### config.mk
export PLATFORM = sky130hd
export DESIGN_NAME = dmem_axi_bridge
export DESIGN_NICKNAME = d
export VERILOG_FILES = /design/src/rtl/dmem_axi_bridge.sv
export SDC_FILE = /design/constraint.sdc
export NUM_CORES = 1
export LEC_CHECK = 0
export BUFFER_PORTS_ARGS = -buffer_cell sky130_fd_sc_hd__buf_2
export CAP_MARGIN = 20
export CORE_AREA = 2 2 131 133
export CTS_CLUSTER_DIAMETER = 100
export DETAILED_ROUTE_END_ITERATION = 16
export DIE_AREA = 0 0 133 135
export GPL_ROUTABILITY_DRIVEN = 1
export PLACE_DENSITY = 0.78
export SETUP_SLACK_MARGIN = 0.5
export SYNTH_ARGS = -nofsm -noshare
export SYNTH_HDL_FRONTEND = slang
export SYNTH_SLANG_ARGS = --single-unit
### constraint.sdc
create_clock -name ACLK -period 4 [get_ports ACLK]
set_input_delay 0.4 -clock ACLK [delete_from_list [all_inputs] [get_ports ACLK]]
set_output_delay 0.4 -clock ACLK [all_outputs]
set_load 0.02 [all_outputs]
### src/rtl/dmem_axi_bridge.sv
// Data-side membus to AXI4 single-beat bridge. One outstanding load or store,
// relocated by dram_base at accept time.
module dmem_axi_bridge #(
  parameter int AXI_ID_W   = 1,
  parameter int AXI_ADDR_W = 32,
  parameter int AXI_DATA_W = 32
) (
  input  logic                  ACLK,
  input  logic                  ARESETN,

  input  logic [31:0]           dram_base,

  input  logic                  mem_valid,
  output logic                  mem_ready,
  input  logic [31:0]           mem_addr,
  input  logic                  mem_wen,
  input  logic [3:0]            mem_wmask,
  input  logic [31:0]           mem_wdata,
  output logic                  mem_rvalid,
  output logic [31:0]           mem_rdata,
  output logic                  err,

  output logic [AXI_ID_W-1:0]   M_AXI_AWID,
  output logic [AXI_ADDR_W-1:0] M_AXI_AWADDR,
  output logic [7:0]            M_AXI_AWLEN,
  output logic [2:0]            M_AXI_AWSIZE,
  output logic [1:0]            M_AXI_AWBURST,
  output logic [1:0]            M_AXI_AWLOCK,
  output logic [3:0]            M_AXI_AWCACHE,
  output logic [2:0]            M_AXI_AWPROT,
  output logic [3:0]            M_AXI_AWQOS,
  output logic                  M_AXI_AWVALID,
  input  logic                  M_AXI_AWREADY,

  output logic [AXI_DATA_W-1:0] M_AXI_WDATA,
  output logic [3:0]            M_AXI_WSTRB,
  output logic                  M_AXI_WLAST,
  output logic                  M_AXI_WVALID,
  input  logic                  M_AXI_WREADY,

  input  logic [AXI_ID_W-1:0]   M_AXI_BID,
  input  logic [1:0]            M_AXI_BRESP,
  input  logic                  M_AXI_BVALID,
  output logic                  M_AXI_BREADY,

  output logic [AXI_ID_W-1:0]   M_AXI_ARID,
  output logic [AXI_ADDR_W-1:0] M_AXI_ARADDR,
  output logic [7:0]            M_AXI_ARLEN,
  output logic [2:0]            M_AXI_ARSIZE,
  output logic [1:0]            M_AXI_ARBURST,
  output logic [1:0]            M_AXI_ARLOCK,
  output logic [3:0]            M_AXI_ARCACHE,
  output logic [2:0]            M_AXI_ARPROT,
  output logic [3:0]            M_AXI_ARQOS,
  output logic                  M_AXI_ARVALID,
  input  logic                  M_AXI_ARREADY,

  input  logic [AXI_ID_W-1:0]   M_AXI_RID,
  input  logic [AXI_DATA_W-1:0] M_AXI_RDATA,
  input  logic [1:0]            M_AXI_RRESP,
  input  logic                  M_AXI_RLAST,
  input  logic                  M_AXI_RVALID,
  output logic                  M_AXI_RREADY
);

  typedef enum logic [2:0] {
    IDLE    = 3'd0,
    RD_ADDR = 3'd1,
    RD_DATA = 3'd2,
    WR_REQ  = 3'd3,
    WR_RESP = 3'd4,
    RESP    = 3'd5
  } state_t;

  state_t                state, state_nxt;
  logic [31:0]           addr;
  logic [AXI_DATA_W-1:0] wdata;
  logic [3:0]            wmask;
  logic                  ar_valid, aw_valid, w_valid;
  logic                  accept, ar_fire, aw_fire, w_fire;
  logic                  r_fire, b_fire, wr_done;
  logic                  unused_ok;

  assign accept  = mem_valid && (state == IDLE);
  assign ar_fire = ar_valid && M_AXI_ARREADY;
  assign aw_fire = aw_valid && M_AXI_AWREADY;
  assign w_fire  = w_valid && M_AXI_WREADY;
  assign r_fire  = (state == RD_DATA) && M_AXI_RVALID;
  assign b_fire  = (state == WR_RESP) && M_AXI_BVALID;
  // Write phase ends once neither channel still has a pending beat after this edge.
  assign wr_done = (!aw_valid || M_AXI_AWREADY) && (!w_valid || M_AXI_WREADY);

  always_ff @(posedge ACLK or negedge ARESETN) begin
    if (!ARESETN) state <= IDLE;
    else          state <= state_nxt;
  end

  always_comb begin
    state_nxt = state;
    case (state)
      IDLE:    if (mem_valid)     state_nxt = mem_wen ? WR_REQ : RD_ADDR;
      RD_ADDR: if (M_AXI_ARREADY) state_nxt = RD_DATA;
      RD_DATA: if (M_AXI_RVALID)  state_nxt = RESP;
      WR_REQ:  if (wr_done)       state_nxt = WR_RESP;
      WR_RESP: if (M_AXI_BVALID)  state_nxt = RESP;
      RESP:                       state_nxt = IDLE;
      default:                    state_nxt = IDLE;
    endcase
  end

  always_ff @(posedge ACLK or negedge ARESETN) begin
    if (!ARESETN) begin
      addr      <= '0;
      wdata     <= '0;
      wmask     <= '0;
      ar_valid  <= 1'b0;
      aw_valid  <= 1'b0;
      w_valid   <= 1'b0;
      mem_rdata <= '0;
      err       <= 1'b0;
    end else begin
      if (accept) begin
        addr     <= dram_base + {mem_addr[31:2], 2'b00};
        wdata    <= mem_wdata;
        wmask    <= mem_wmask;
        ar_valid <= !mem_wen;
        aw_valid <= mem_wen;
        w_valid  <= mem_wen;
      end
      if (ar_fire) ar_valid <= 1'b0;
      if (aw_fire) aw_valid <= 1'b0;
      if (w_fire)  w_valid  <= 1'b0;
      if (r_fire) begin
        mem_rdata <= M_AXI_RDATA;
        if (M_AXI_RRESP != 2'b00) err <= 1'b1;
      end
      if (b_fire && (M_AXI_BRESP != 2'b00)) err <= 1'b1;
    end
  end

  assign mem_ready     = (state == IDLE);
  assign mem_rvalid    = (state == RESP);
  assign M_AXI_RREADY  = (state == RD_DATA);
  assign M_AXI_BREADY  = (state == WR_RESP);

  assign M_AXI_ARID    = '0;
  assign M_AXI_ARADDR  = addr;
  assign M_AXI_ARLEN   = 8'd0;
  assign M_AXI_ARSIZE  = 3'b010;
  assign M_AXI_ARBURST = 2'b01;
  assign M_AXI_ARLOCK  = 2'b00;
  assign M_AXI_ARCACHE = 4'b0011;
  assign M_AXI_ARPROT  = 3'd0;
  assign M_AXI_ARQOS   = 4'd0;
  assign M_AXI_ARVALID = ar_valid;

  assign M_AXI_AWID    = '0;
  assign M_AXI_AWADDR  = addr;
  assign M_AXI_AWLEN   = 8'd0;
  assign M_AXI_AWSIZE  = 3'b010;
  assign M_AXI_AWBURST = 2'b01;
  assign M_AXI_AWLOCK  = 2'b00;
  assign M_AXI_AWCACHE = 4'b0011;
  assign M_AXI_AWPROT  = 3'd0;
  assign M_AXI_AWQOS   = 4'd0;
  assign M_AXI_AWVALID = aw_valid;

  assign M_AXI_WDATA   = wdata;
  assign M_AXI_WSTRB   = wmask;
  assign M_AXI_WLAST   = 1'b1;
  assign M_AXI_WVALID  = w_valid;

  // Response IDs, RLAST and the byte offset carry no information for single-beat word access.
  assign unused_ok = ^{M_AXI_BID, M_AXI_RID, M_AXI_RLAST, mem_addr[1:0]};

endmodule

==> metrics, run 1 <==
Seq/Total Area, Yosys=0.424; share of flip-flops with an asynchronous set or reset=1.00; Final Hold Vio Count=0; Die Height=135 um; CTS Buf Count=9; power density over the cells=724 nW/um2; number of setup buffers added after CTS=0; fillcell total=1558; register bit total from synthesis=107; Worst Setup Path Type=primary input to register; Reg2Reg Depth=5; EDFF count, synth=0; CP max stage delay=0.41 ns; Slew Viols, Final=0; Worst Hold Class=primary input to async pin; Yosys top cell area share=0.424; antenna-violating nets left=0; post-cts sizing count=0; Yosys warning count=0; grt ovf=0; ys flop type=dfrtp_1; core area=16400 um2; Critical Path Start Type=primary input; io pins=343; Sw Share=0.461; area leader, netlist=dfrtp_1; cell count after synthesis=700; Total Power=5.62 mW; Root Driver=clkbuf_16; Max Fclk=378 MHz; Rel. slew slack=0.331; clock latency on the worst-skew pair=0.35 ns; row cnt=47; FF/Latch Area=2680 um2; pre-CTS setup slack=1.02 ns; status=finished clean; Max VDD drop=307 uV; Slew @ Worst Pin=1.00 ns; Comb power frac=0.498; required time of the critical path=4.28 ns; Mapped Area=6320 um2; DIE AREA=18000 um2; number of port buffers=282; GP Congestion=0.892; Synth area leaders=dfrtp_1, buf_4, nand2_1, mux2_2, ha_1; H-tree levels=3; Flop pwr share=0.347; via/cell ratio=4.76; Setup WS post-layout=1.36 ns; Area Growth Syn to Fin=22.8%; Final setup viols=0; post-DP HPWL=12.9 mm; synth unique cells=56; CTS tree=built; setup TNS=0 ns; family with the most delay on the worst path=compound AO/OA/AOI/OAI gates; crit path cell chain=buf_2 -> ha_1 -> and2_1 -> nand4_1 -> a311oi_2 -> o22ai_1 -> o31a_1 -> o21a_1 -> or4_1 -> nand3_1; Initial DRT Pass Iterations=4; crit path buf inv count=1; clock transition at the registers of the reported paths=0.08 ns; WL per Instance=14.2 um; CP Capture Type=register; Final period util=0.661; Final #Nets=1110; RSZ-0062 raised after global routing=no; share of cells above drive strength 1=0.362; CP arrival=2.93 ns; CP Depth=10; Max Root-Sink Buffers=2; Initial Utilization=0.385; DRC=0; initial antenna violation count=2; Final Critical Period=2.64 ns; largest net degree at the start of global routing=62; gr usage total=0.181; Worst path slowest cell=o31a_1; CP max FO=5; Antenna diodes=0; leakage=4.18 nW; clk_skew=0.0119 ns; Int Power=3.03 mW; vias in the first global route=5125; via count=5511; Clock Power Share=0.155; first-pass GRT wire length=25.7 mm; max cap viols=0; CTS Hold Buffers Added=0; Syn Area/Cell=9.03 um2; Die W=133 um; footprint of the multi-input gates=3030 um2; DRT Wirelength=16.4 mm; P_sw=2.59 mW; initial DRC count=226; CTS sink cnt=107
power by group through the flow:
stage          Sequential, mW  Clock, mW  Combinational [mW]
6_report                 1.95      0.870                2.80
5_1_grt                  2.03      0.953                3.05
4_1_cts                  1.96      0.904                2.84
3_5_place_dp             1.96          0                2.84
3_3_place_gp             1.95          0                2.79
2_1_floorplan            2.53          0                1.48
state kept, by name, indices dropped and copies added, names as in the netlist:
register	count
err	1
state	3
M_AXI_ARVALID	1
M_AXI_WVALID	1
M_AXI_ARADDR	32
M_AXI_AWVALID	1
M_AXI_WSTRB	4
mem_rdata	32
M_AXI_WDATA	32
worst paths after layout:
check                                                  from                           end  slack, ns
worst max-delay path                           dram_base[8]  M_AXI_ARADDR[29]$_DFFE_PN0P_       1.36
worst min-delay path                                ARESETN      mem_rdata[1]$_DFFE_PN0P_       0.04
worst max register to register         state[1]$_DFFE_PN0P_  M_AXI_ARADDR[24]$_DFFE_PN0P_       1.60
worst min register to register  M_AXI_WDATA[10]$_DFFE_PN0P_   M_AXI_WDATA[10]$_DFFE_PN0P_       0.47
max in group asynchronous                           ARESETN          state[0]$_DFFE_PN0P_       2.93
min in group ACLK                              dram_base[0]   M_AXI_ARADDR[0]$_DFFE_PN0P_       0.23
per-stage QoR:
stage	area, um2	instances	hold WS [ns]	util
after global placement	7470	1141	0.451	0.456
after CTS	7760	1157	0.0690	0.473
after detailed placement	7470	1141	0.459	0.456
final	7760	1157	0.0430	0.473
after floorplan	6520	753	0.104	-
after global routing	7760	1157	0.0918	0.473
logic make-up after synthesis:
family,Yosys count,share of synthesized area
adder cells (fa/ha/maj),30,0.0606
AND/OR/NAND/NOR,255,0.174
AO/OA/AOI/OAI,121,0.122
XOR/XNOR,20,0.0277
other,2,0.00119
buffers and inverters,131,0.130
multiplexers,34,0.0604
flip-flops,107,0.424
synth_stat cells (all sizes together) (2+ instances only):
cell	n
a21o	10
a21oi	33
a221o	2
a221oi	2
a311o	2
and2	5
and3	2
buf	92
clkbuf	26
conb	2
dfrtp	107
ha	29
inv	13
mux2	33
nand2	168
nand2b	10
nand3	12
nand4	11
nor2	24
nor2b	3
nor3	9
nor3b	3
o211ai	3
o21a	3
o21ai	38
o21bai	6
o22ai	3
o31ai	4
or4	4
xnor2	10
xor2	10
cell usage in the layout (no fill, tap or decap), types with 10 or more instances in the layout:
cell type	n
buf_2	281
nand2_1	167
dfrtp_1	107
conb_1	55
a21oi_1	33
mux2_2	33
o21ai_0	32
ha_1	29
nor2_1	24
inv_1	13
nand3_1	12
nand4_1	11
nand2b_1	10
a21o_1	10
xor2_1	10
xnor2_1	10
routing by layer:
layer	GRT usage	share of wire	vias up
met5	0	0.0015	-
met4	0.0789	0.024	4
met3	0.0345	0.063	30
met2	0.315	0.51	227
met1	0.220	0.40	2558
li1	-	-	2692
layout make-up:
class | instances | area share
multi-input combinational | 515 | 0.390
clock inverter | 6 | 0.00758
timing repair buffer | 286 | 0.186
inverter | 13 | 0.00629
sequential | 107 | 0.345
clock buffer | 10 | 0.0295
tap | 220 | 0.0355
Note: power is estimated with default switching activity, not from simulation.
==> run 2, diff against run 1 <==
- CORE_AREA: 2 2 131 133 -> 2 2 132 134
- DIE_AREA: 0 0 133 135 -> 0 0 134 136
- PLACE_DENSITY: 0.78 -> 0.77
- clock period: 4 -> 2.52 ns (I/O delays scaled with it)
==> metrics, run 2 (synthesis gave the netlist of run 1 again) <==
status=finished clean; Final Hold Vio Count=0; WL met2=8.30 mm; via/cell ratio=4.66; Worst Setup Path Type=primary input to register; CP startpoint=mem_addr[3]; metal3 WL=1.09 mm; Critical Path Start Type=primary input; Root Driver=clkbuf_16; post-DP HPWL=13.4 mm; Reg2Reg Launch Point=state[1]$_DFFE_PN0P_; Final #Nets=1131; fin cells=1186; Initial DRT Pass Iterations=4; Initial Utilization=0.375; row cnt=48; met1 wire length=7.45 mm; highest routed layer=met4; Die W=134 um; WHS=0.0795 ns; Final Critical Period=2.12 ns; DRT Wirelength=17.2 mm; Max VDD drop=476 uV; via count=5523; CP Capture Type=register; Slew Viols, Final=0; max cap viols=0; gr usage total=0.183; Hold Startpoint=mem_wmask[0]; Final setup viols=0; Worst path slowest cell=or4_1; H-tree levels=3; Rel. slew slack=0.648; CP max stage delay=0.40 ns; Slew @ Worst Pin=0.528 ns; fillcell total=1596; clk_skew=0.0140 ns; Worst Hold Class=primary input to register; vias in the first global route=5215; RSZ-0062 raised after global routing=yes; DIE AREA=18200 um2; core area=16900 um2; number of port buffers=282; Post-DP Area=7780 um2; share of cells above drive strength 1=0.405; CP arrival=2.41 ns; CTS Buf Count=9; initial DRC count=248; grt ovf=0; io pins=343; crit path cell chain=buf_6 -> ha_4 -> a21o_1 -> nand4_1 -> a311oi_2 -> o22ai_2 -> o31a_1 -> o21a_1 -> or4_1 -> nand3_1; clock transition at the registers of the reported paths=0.09 ns; power density over the cells=1120 nW/um2; Finished Cell Area=8250 um2; DRC=0; CTS tree=built; Max Root-Sink Buffers=2; CTS sink cnt=107; leakage=4.34 nW; required time of the critical path=2.81 ns; most common cell after layout, fill and taps aside=buf_2; setup TNS=0 ns; Final period util=0.840; CP max FO=3; clock latency on the worst-skew pair=0.36 ns; WL per Instance=14.5 um; GP Congestion=0.821; DP Cell Count=1159; antenna-violating nets left=0; largest net degree at the start of global routing=79; Max Fclk=472 MHz; Die Height=136 um; most frequent cells in the layout=buf_2, nand2_1, dfrtp_1; FF/Latch Area=2680 um2; initial antenna violation count=2; footprint of the multi-input gates=3260 um2; first-pass GRT wire length=26.4 mm; Area Growth Syn to Fin=30.5%
==> run 2: metal layers <==
layer / vias to the layer above / track usage
met5: - / 0
li1: 2747 / -
met4: 0 / 0.0603
met1: 2549 / 0.234
met3: 21 / 0.0362
met2: 206 / 0.313
==> run 2: worst max-delay path, delay by kind of cell <==
kind	cells	cell delay (ns)
fa+ha+maj	1	0.25
simple gates	3	0.62
compound gates	5	1.19
buf+inv	1	0.10
==> run 2: path summary, 6_finish.rpt <==
kind | slack (ns) | endpoint | depth (start not counted)
max | 0.40 | M_AXI_ARADDR[29]$_DFFE_PN0P_ | 10
min | 0.08 | M_AXI_WSTRB[0]$_DFFE_PN0P_ | 3
max reg2reg | 0.67 | mem_rdata[16]$_DFFE_PN0P_ | 5
min reg2reg | 0.47 | M_AXI_ARVALID$_DFFE_PN0P_ | 1
max in group asynchronous | 1.27 | M_AXI_WSTRB[1]$_DFFE_PN0P_ | 3
min in group asynchronous | 0.40 | mem_rdata[25]$_DFFE_PN0P_ | 2
==> run 2: area by class of cell <==
type                            count  share of cell area
Multi-Input combinational cell    515               0.395
Sequential cell                   107               0.325
Timing Repair Buffer              307               0.201
Clock inverter                      7              0.0111
Antenna cell                        3            0.000910
Clock buffer                        9              0.0273
Inverter                           13             0.00592
Tap cell                          225              0.0341
==> run 2: power by group <==
group / switching [mW] / internal, mW
registers: 0.569 / 2.54
logic: 2.94 / 1.69
clock network: 0.745 / 0.720
total: 4.25 / 4.95
==> run 2: stage by stage <==
step	util	setup WS, ns	power (mW)
5_1_grt	0.489	0.340	9.86
3_3_place_gp	0.461	-0.0965	7.66
4_1_cts	0.485	0.428	9.30
2_1_floorplan	-	0.338	6.43
3_5_place_dp	0.461	-0.0596	7.78
6_report	0.489	0.402	9.20
==> run 2: what timing repair did <==
| item | CTS | global route |
|---|---|---|
| pin swaps | 10 | 8 |
| endpoints found under the setup margin | 10 | 11 |
| buffers inserted | 3 | 4 |
| hold buffers | 1 | 0 |
| resized for setup | 9 | 6 |
| endpoints found under the hold margin | 36 | 0 |
==> run 3, diff against run 2 <==
- clock period: 2.52 -> 2.1 ns (I/O delays scaled with it)
==> metrics, run 3 (synthesis gave the netlist of run 1 again) <==
status=finished clean; CP max stage delay=0.40 ns; largest net degree at the start of global routing=66; Util after Layout=0.541; leakage=4.85 nW; CP max FO=3; Max VDD drop=664 uV; io pins=343; metal3 WL=1.03 mm; H-tree levels=3; max cap viols=0; vias in the first global route=5448; Max Root-Sink Buffers=2; first-pass GRT wire length=27.0 mm; clock transition at the registers of the reported paths=0.08 ns; GP Congestion=0.872; crit path cell chain=buf_6 -> ha_4 -> a21o_1 -> nand4_1 -> a311oi_2 -> o22ai_2 -> o31a_1 -> o21a_1 -> or4_1 -> nand3_1; gr usage total=0.186; antenna-violating nets left=0; CTS sink cnt=107; Final #Nets=1198; DRC=0; Initial DRT Pass Iterations=4; most common cell after layout, fill and taps aside=buf_2; core area=16900 um2; Die Height=136 um; grt ovf=0; CP Capture Type=register; Final setup viols=0; initial antenna violation count=0; required time of the critical path=2.39 ns; Initial Utilization=0.375; row cnt=48; Final period util=0.981; via count=5846; Max Fclk=485 MHz; Hold Crit Depth=3; Reg2Reg Depth=5; clock latency on the worst-skew pair=0.35 ns; Worst Hold Class=primary input to register; via/cell ratio=4.68; DIE AREA=18200 um2; fillcell total=1497; Root Driver=clkbuf_16; WHS=0.0391 ns; highest routed layer=met4; CTS tree=built; CP arrival=2.35 ns; Slew Viols, Final=0; CP startpoint=mem_addr[3]; CTS Buf Count=9; Hold Startpoint=mem_wdata[6]; Worst path slowest cell=or4_1; Antenna diodes=0; Reg2Reg Launch Point=state[1]$_DFFE_PN0P_; met1 wire length=7.83 mm; post-DP HPWL=13.9 mm; RSZ-0062 raised after global routing=yes; clk_skew=0.00827 ns; Critical Path Start Type=primary input; DRT Wirelength=18.3 mm; share of cells above drive strength 1=0.468; Die W=134 um; most frequent cells in the layout=buf_2, nand2_1, dfrtp_1; Worst Setup Path Type=primary input to register; number of port buffers=282; pre-CTS setup slack=-0.468 ns; Setup WS post-layout=0.0391 ns; Area Growth Syn to Fin=44.6%; power density over the cells=1320 nW/um2; Final Hold Vio Count=0; WL per Instance=14.6 um; WL met2=9.07 mm; Final Critical Period=2.06 ns; initial DRC count=282
run 3: cell count changes in the layout (fill, tap and decap cells not counted), sizes merged:
cell / previous run / this run
bufinv: 0 / 1
diode: 3 / 0
buf: 306 / 371
clkbuf: 9 / 12
inv: 16 / 17
clkinv: 4 / 1
run 3: metrics by stage:
step | power (mW) | TNS (ns) | cells | area, um2
final | 12.0 | 0 | 1250 | 9140
after detailed placement | 9.78 | -4.21 | 1206 | 8280
after floorplan | 8.11 | -0.0732 | 753 | 7000
after global placement | 9.63 | -3.32 | 1206 | 8280
after CTS | 11.7 | 0 | 1233 | 8790
after global routing | 12.8 | -0.00459 | 1250 | 9140
run 3: final timing paths:
check                      slack, ns                      endpoint
min in group asynchronous       0.27   M_AXI_WDATA[23]$_DFFE_PN0P_
setup / recovery                0.04  M_AXI_ARADDR[29]$_DFFE_PN0P_
setup reg to reg                0.34  M_AXI_ARADDR[24]$_DFFE_PN0P_
hold reg to reg                 0.47               err$_DFFE_PN0P_
hold / removal                  0.04    M_AXI_WDATA[6]$_DFFE_PN0P_
max in group asynchronous       1.04   M_AXI_ARADDR[7]$_DFFE_PN0P_
run 3: report_power, final:
| group | internal, mW | switching, mW |
|---|---|---|
| Combinational | 2.64 | 3.86 |
| Clock | 0.959 | 0.830 |
| Sequential | 3.06 | 0.684 |
| Total | 6.66 | 5.37 |
run 3: worst max-delay path, delay by kind of cell:
kind,cells,cell delay [ns]
compound gates,5,1.18
buf+inv,1,0.10
fa+ha+maj,1,0.24
simple gates,3,0.62
run 3: routing by layer:
metal,up-vias,GRT usage
li1,2870,-
met1,2724,0.243
met2,226,0.315
met3,26,0.0261
met4,0,0.0674
met5,-,0
run 3: final cells by class:
class,count,area [um2],share of cell area
clock buffers,10,229,0.0251
clock inverters,6,81.3,0.00890
inverters,13,48.8,0.00534
multi-input cells,515,3540,0.388
flip-flops and latches,107,2680,0.293
well taps,225,282,0.0308
repair buffers,374,2270,0.249
run 3: repair_timing:
action | CTS | global route
gates cloned | 0 | 3
pin swaps | 25 | 24
resized for setup | 24 | 46
setup buffers | 10 | 14
setup endpoints to repair | 61 | 80
hold buffers | 1 | 0
hold endpoints to repair | 19 | 0
